==> src/rtl/sys_bus_ctrl.sv <==
// System bus controller: registered address decode, read mux, per-slot wait states, interrupt controller.
// Optional macro SYS_BUS_ERRLOG_EN adds unmapped-access logging (ERRADDR, PENDING[7]) in an 8-byte CSR window.
module sys_bus_ctrl #(
    parameter int unsigned             N_SLOTS   = 4,
    parameter logic [16*N_SLOTS-1:0]   SLOT_BASE = {16'h8000, 16'h6000, 16'h5000, 16'h0000},
    parameter logic [16*N_SLOTS-1:0]   SLOT_MASK = {16'h8000, 16'hFFF0, 16'hFFF0, 16'hC000},
    parameter logic [4*N_SLOTS-1:0]    SLOT_WAIT = {4'd0, 4'd0, 4'd0, 4'd0},
    parameter int unsigned             N_IRQ     = 8,
    parameter logic [15:0]             CSR_BASE  = 16'h5F00
) (
    input  logic                   clk,
    input  logic                   rst,
    input  logic [15:0]            cpu_addr,
    input  logic                   cpu_we,
    input  logic [7:0]             cpu_do,
    output logic [7:0]             cpu_di,
    output logic                   cpu_rdy,
    output logic                   cpu_irq,
    output logic [15:0]            slot_addr,
    output logic [N_SLOTS-1:0]     slot_cs,
    output logic                   slot_we,
    input  logic [8*N_SLOTS-1:0]   slot_rdata,
    input  logic [N_IRQ-1:0]       irq_in
);

`ifdef SYS_BUS_ERRLOG_EN
    localparam int unsigned CSR_AW = 3;
`else
    localparam int unsigned CSR_AW = 2;
`endif
    localparam logic [7:0] IRQ_VALID = 8'((16'd1 << N_IRQ) - 16'd1);
`ifdef SYS_BUS_ERRLOG_EN
    localparam logic [7:0] MASK_VALID = IRQ_VALID | 8'h80;
`else
    localparam logic [7:0] MASK_VALID = IRQ_VALID;
`endif

    typedef enum logic {ST_IDLE, ST_WAIT} state_t;

    state_t      state, state_next;
    logic [3:0]  cnt, cnt_next;
    logic        csr_hit;
    logic [2:0]  csr_off;
    logic        slot_hit;
    logic [7:0]  slot_rd;
    logic [3:0]  slot_wait;
    logic [7:0]  csr_rd;
    logic [7:0]  irq_ext;
    logic [7:0]  irq_q;
    logic [7:0]  pending, pending_next;
    logic [7:0]  mask;
    logic [7:0]  set_vec;
    logic [7:0]  ack_vec;
    logic        csr_wr;
    logic        unmapped;
`ifdef SYS_BUS_ERRLOG_EN
    logic [15:0] erraddr;
`endif

    assign irq_ext  = 8'(irq_in);
    assign csr_hit  = (slot_addr[15:CSR_AW] == CSR_BASE[15:CSR_AW]);
    assign csr_off  = 3'(slot_addr[CSR_AW-1:0]);
    assign unmapped = !csr_hit && !slot_hit;

    // Lowest-index matching region wins; the CSR window shadows every slot.
    always_comb begin
        slot_cs   = '0;
        slot_hit  = 1'b0;
        slot_rd   = 8'hFF;
        slot_wait = 4'd0;
        if (!csr_hit) begin
            for (int unsigned i = 0; i < N_SLOTS; i++) begin
                if (!slot_hit && ((slot_addr & SLOT_MASK[16*i +: 16]) == SLOT_BASE[16*i +: 16])) begin
                    slot_hit   = 1'b1;
                    slot_cs[i] = 1'b1;
                    slot_rd    = slot_rdata[8*i +: 8];
                    slot_wait  = SLOT_WAIT[4*i +: 4];
                end
            end
        end
    end

    always_comb begin
        csr_rd = 8'h00;
        case (csr_off)
            3'd0:    csr_rd = pending;
            3'd1:    csr_rd = mask;
            3'd3:    csr_rd = irq_ext;
`ifdef SYS_BUS_ERRLOG_EN
            3'd4:    csr_rd = erraddr[7:0];
            3'd5:    csr_rd = erraddr[15:8];
`endif
            default: csr_rd = 8'h00;
        endcase
    end

    assign cpu_di  = csr_hit ? csr_rd : slot_rd;
    assign slot_we = cpu_we && cpu_rdy && slot_hit;
    assign csr_wr  = cpu_we && cpu_rdy && csr_hit;

    always_ff @(posedge clk or posedge rst) begin
        if (rst) begin
            state <= ST_IDLE;
            cnt   <= 4'd0;
        end else begin
            state <= state_next;
            cnt   <= cnt_next;
        end
    end

    // Stall is W cycles: the IDLE cycle that loads the counter plus WAIT cycles until it hits 1.
    always_comb begin
        state_next = state;
        cnt_next   = cnt;
        cpu_rdy    = 1'b1;
        case (state)
            ST_IDLE: begin
                if (slot_hit && (slot_wait != 4'd0)) begin
                    cpu_rdy    = 1'b0;
                    cnt_next   = slot_wait;
                    state_next = ST_WAIT;
                end
            end
            ST_WAIT: begin
                cnt_next = cnt - 4'd1;
                if (cnt == 4'd1) begin
                    state_next = ST_IDLE;
                end else begin
                    cpu_rdy = 1'b0;
                end
            end
            default: state_next = ST_IDLE;
        endcase
    end

    // A new edge in the same cycle as its acknowledge keeps the pending bit set.
    always_comb begin
        set_vec = irq_ext & ~irq_q & IRQ_VALID;
`ifdef SYS_BUS_ERRLOG_EN
        set_vec[7] = unmapped;
`endif
        ack_vec      = (csr_wr && (csr_off == 3'd2)) ? (cpu_do & MASK_VALID) : 8'h00;
        pending_next = (pending & ~ack_vec) | set_vec;
    end

    always_ff @(posedge clk or posedge rst) begin
        if (rst) begin
            slot_addr <= 16'h0000;
            irq_q     <= 8'h00;
            pending   <= 8'h00;
            mask      <= 8'h00;
            cpu_irq   <= 1'b0;
`ifdef SYS_BUS_ERRLOG_EN
            erraddr   <= 16'h0000;
`endif
        end else begin
            if (cpu_rdy) begin
                slot_addr <= cpu_addr;
            end
            irq_q   <= irq_ext;
            pending <= pending_next;
            if (csr_wr && (csr_off == 3'd1)) begin
                mask <= cpu_do & MASK_VALID;
            end
            cpu_irq <= |(pending & mask);
`ifdef SYS_BUS_ERRLOG_EN
            if (unmapped && !pending[7]) begin
                erraddr <= slot_addr;
            end
`endif
        end
    end

endmodule

==> config.mk <==
export PLATFORM = sky130hd
export DESIGN_NAME = sys_bus_ctrl
export DESIGN_NICKNAME = d
export VERILOG_FILES = /design/src/rtl/sys_bus_ctrl.sv
export SDC_FILE = /design/constraint.sdc
export NUM_CORES = 1
export LEC_CHECK = 0
export CORE_ASPECT_RATIO = 0.75
export CORE_MARGIN = 5
export CORE_UTILIZATION = 43
export CTS_CLUSTER_SIZE = 20
export DETAILED_ROUTE_END_ITERATION = 6
export GPL_TIMING_DRIVEN = 0
export PLACE_DENSITY = 0.8
export SETUP_SLACK_MARGIN = 0.4
export SLEW_MARGIN = 5
export SYNTH_ARGS = -nofsm -noshare
export SYNTH_HDL_FRONTEND = slang
export SYNTH_SLANG_ARGS = --single-unit
export TNS_END_PERCENT = 10
==> constraint.sdc <==
create_clock -name clk -period 2.97 [get_ports clk]
set_clock_uncertainty 0.15 [all_clocks]
set_input_delay 0.297 -clock clk [delete_from_list [all_inputs] [get_ports clk]]
set_output_delay 0.297 -clock clk [all_outputs]
set_load 0.02 [all_outputs]
==> impl_results.md <==
* Crit path DAT at 2160 ps
* Die area at 7130 µm²
* First-pass GRT wire length at 11.1 mm
* Placed Area at 3470 µm²
* Die Wd at 95.9 µm
* Post-synthesis sequential area ratio at 48.4%
* Clock Root Buffer: clkbuf_8
* VDD IR-drop max at 268 µV
* Final Max Slew Viols at 0
* Mapped Cells at 207
* CP Max Fanout at 7
* Synth async-reset ratio at 100%
* Initial antenna violation count at 0
* Post-Syn Nets at 276
* Hold Fails Final Rpt at 0
* Power per cell area at 378 nW/µm²
* Post-Route WL at 7.12 mm
* First-pass DRT Iterations at 4
* Number of synthesized flops with an enable pin at 0
* TritonCTS clock tree: yes
* Final setup vio count at 0
* Share of layout cells above drive strength 1 at 19.8%
* Post-layout min period at 2610 ps
* Antenna Cells at 0
* Leakage power at 1.62 nW
* Top cells by area, synth: dfrtp_1, mux2_2, mux2_1
* Post-route cell area at 3690 µm²
* Clock Sinks at 46
* Yosys warning count at 0
* Most instantiated cells after synthesis: dfrtp_1, mux2_2, inv_1
* Slew @ Worst Pin at 547 ps
* IO Port Bufs at 97
* Syn_area_per_cell at 11.5 µm²
* Total number of H-tree levels at 2
* Setup crit start kind: register
* Syn-to-layout area delta at 55.3%
* Post-synth top area share at 48.4%
* Placeable Area at 5350 µm²
* ANT nets after route at 0
* Mapped Area at 2380 µm²
* Routed wire per std cell at 17.9 µm
* Power, Total at 0.00140 W
* Distinct cells, synth at 40
* Cell taking the most area after synthesis: dfrtp_1
* Ports at 98
* Clk slew on worst S/H paths at 80 ps
* Critical path required time at 2520 ps
* Fin crit share at 87.8%
* Top-count cell post-synth: dfrtp_1
* Worst slew margin at 63.5%
* Final setup TNS at 0 ps
* Number of buffers created by CTS at 5
* Die height at 74.4 µm
* Cts hold-fix bufs at 0
* Initial core utilization at 44.4%
* Ys flop type: dfrtp_1
* # nets final at 392
* Unrepaired setup endpoints after global routing: yes
* Largest net degree at the start of global routing at 25
* Setup crit end kind: primary output
* Max Cap Violations at 0
* Total gr overflow at 0
* Final GP Congestion at 0.866
* Crit Path Category: register to primary output
* Outcome: complete, no violations
* Initial detailed-routing violation count at 80
* DRC viols at 0
* Tot GR Track Use at 20.6%
* Flops & latches, synth at 46
* Hpwl dp at 5.41 mm
* Vias per inst at 5.52
* Hold crit path type: input port to async pin
* Clock buffer depth at 2
* Vias in the first global route at 2,250
* Via count at 2,196
* Clk_lat worst skew at 300 ps
* Peak Freq at 0.383 GHz
* Number of placement rows at 23
==> per-stage QoR <==
stage	setup slack [ps]	std cells	utilization, %	hold WS (ps)
global route	320	398	69.0	257
finish	362	398	69.0	212
global placement	76.8	379	64.3	310
detailed placement	79.4	380	64.8	322
floorplan	524	207	-	178
CTS	180	389	67.8	232
==> cells in the final DEF (no fill, tap or decap), types with 2 or more instances in the layout <==
cell type        instances
clkdlybuf4s50_1         86
dfrtp_1                 43
mux2_2                  16
buf_4                   14
inv_1                   14
nand4_1                 11
clkbuf_2                 9
mux2_1                   8
nor2_1                   8
a22o_1                   8
mux2i_1                  8
a22oi_1                  7
o2bb2ai_1                7
o221ai_1                 6
a32oi_1                  6
clkbuf_8                 6
o21ai_0                  5
clkbuf_1                 4
nor2b_1                  4
and4_1                   3
a21oi_1                  3
nand2_1                  3
dfrtp_2                  3
xor2_1                   2
nor4_4                   2
buf_6                    2
nand2b_1                 2
buf_2                    2
nor3b_1                  2
o2111ai_1                2
or3_1                    2
o31ai_1                  2
ha_1                     2
dlygate4sd2_1            2
==> flip-flops by register name (all words and copies together) (netlist names) <==
name       cells
cnt            4
irq_q          8
state          1
pending        8
cpu_irq        1
mask           8
slot_addr     16
==> power breakdown <==
group	switching, W	internal, W	leakage [nW]
logic	0.000115	0.000149	1.02
clock network	0.000206	0.000269	0.0573
registers	0.0000162	0.000643	0.542
==> per-layer routing <==
metal / global-route usage [%] / routed length (µm) / up-vias
met3: 7.28 / 691 / 11
met4: 7.10 / 100 / 0
li1: - / - / 1017
met2: 32.6 / 3350 / 107
met1: 26.4 / 2980 / 1061
met5: 0 / 0 / -
==> final cells by class <==
class | instances | area, µm²
clock inverter | 1 | 30.0
fill | 427 | 1660
buffer | 14 | 83.8
multi-input combinational | 132 | 1150
clock buffer | 6 | 82.6
tap | 75 | 93.8
inverter | 15 | 56.3
timing repair buffer | 109 | 1040
sequential | 46 | 1150
==> critical path, cell delays in order, from the launching register on <==
cell and delay [ps]:
dfrtp_1 430, nor4_4 340, buf_4 210, and4_1 240, clkdlybuf4s50_1 640
==> kinds of logic (layout without fill, tap and decap cells) <==
kind of cell               count (synthesis)  count (layout)  share of synthesized area [%]
xor gates and xnor gates                   3               3                           1.10
AOI/OAI and AO/OA                         51              51                           17.4
buffers and inverters                     29             145                           5.21
and+or+nand+nor                           44              44                           12.2
adders and majority gates                  2               2                           1.05
muxes                                     32              32                           14.7
DFF                                       46              46                           48.4
==> path summary, 6_finish.rpt <==
kind                            slack [ps]    startpoint  depth (start not counted)            end
worst min-delay path                   210           rst                          2       irq_q[0]
max in group asynchronous             1960           rst                          3  slot_addr[15]
worst max register to register         580        cnt[1]                          8        mask[1]
min in group clk                       330        cnt[3]                          1         cnt[3]
worst max-delay path                   360  slot_addr[5]                          4     slot_cs[2]
worst min register to register         330        cnt[3]                          1         cnt[3]
==> repair_timing <==
item                                    CTS  global route
endpoints found under the setup margin   12            12
buffers inserted                          2             9
pin swaps                                 2             6
resized for setup                        21            33
No activity file was read; power rests on OpenSTA's default activity.
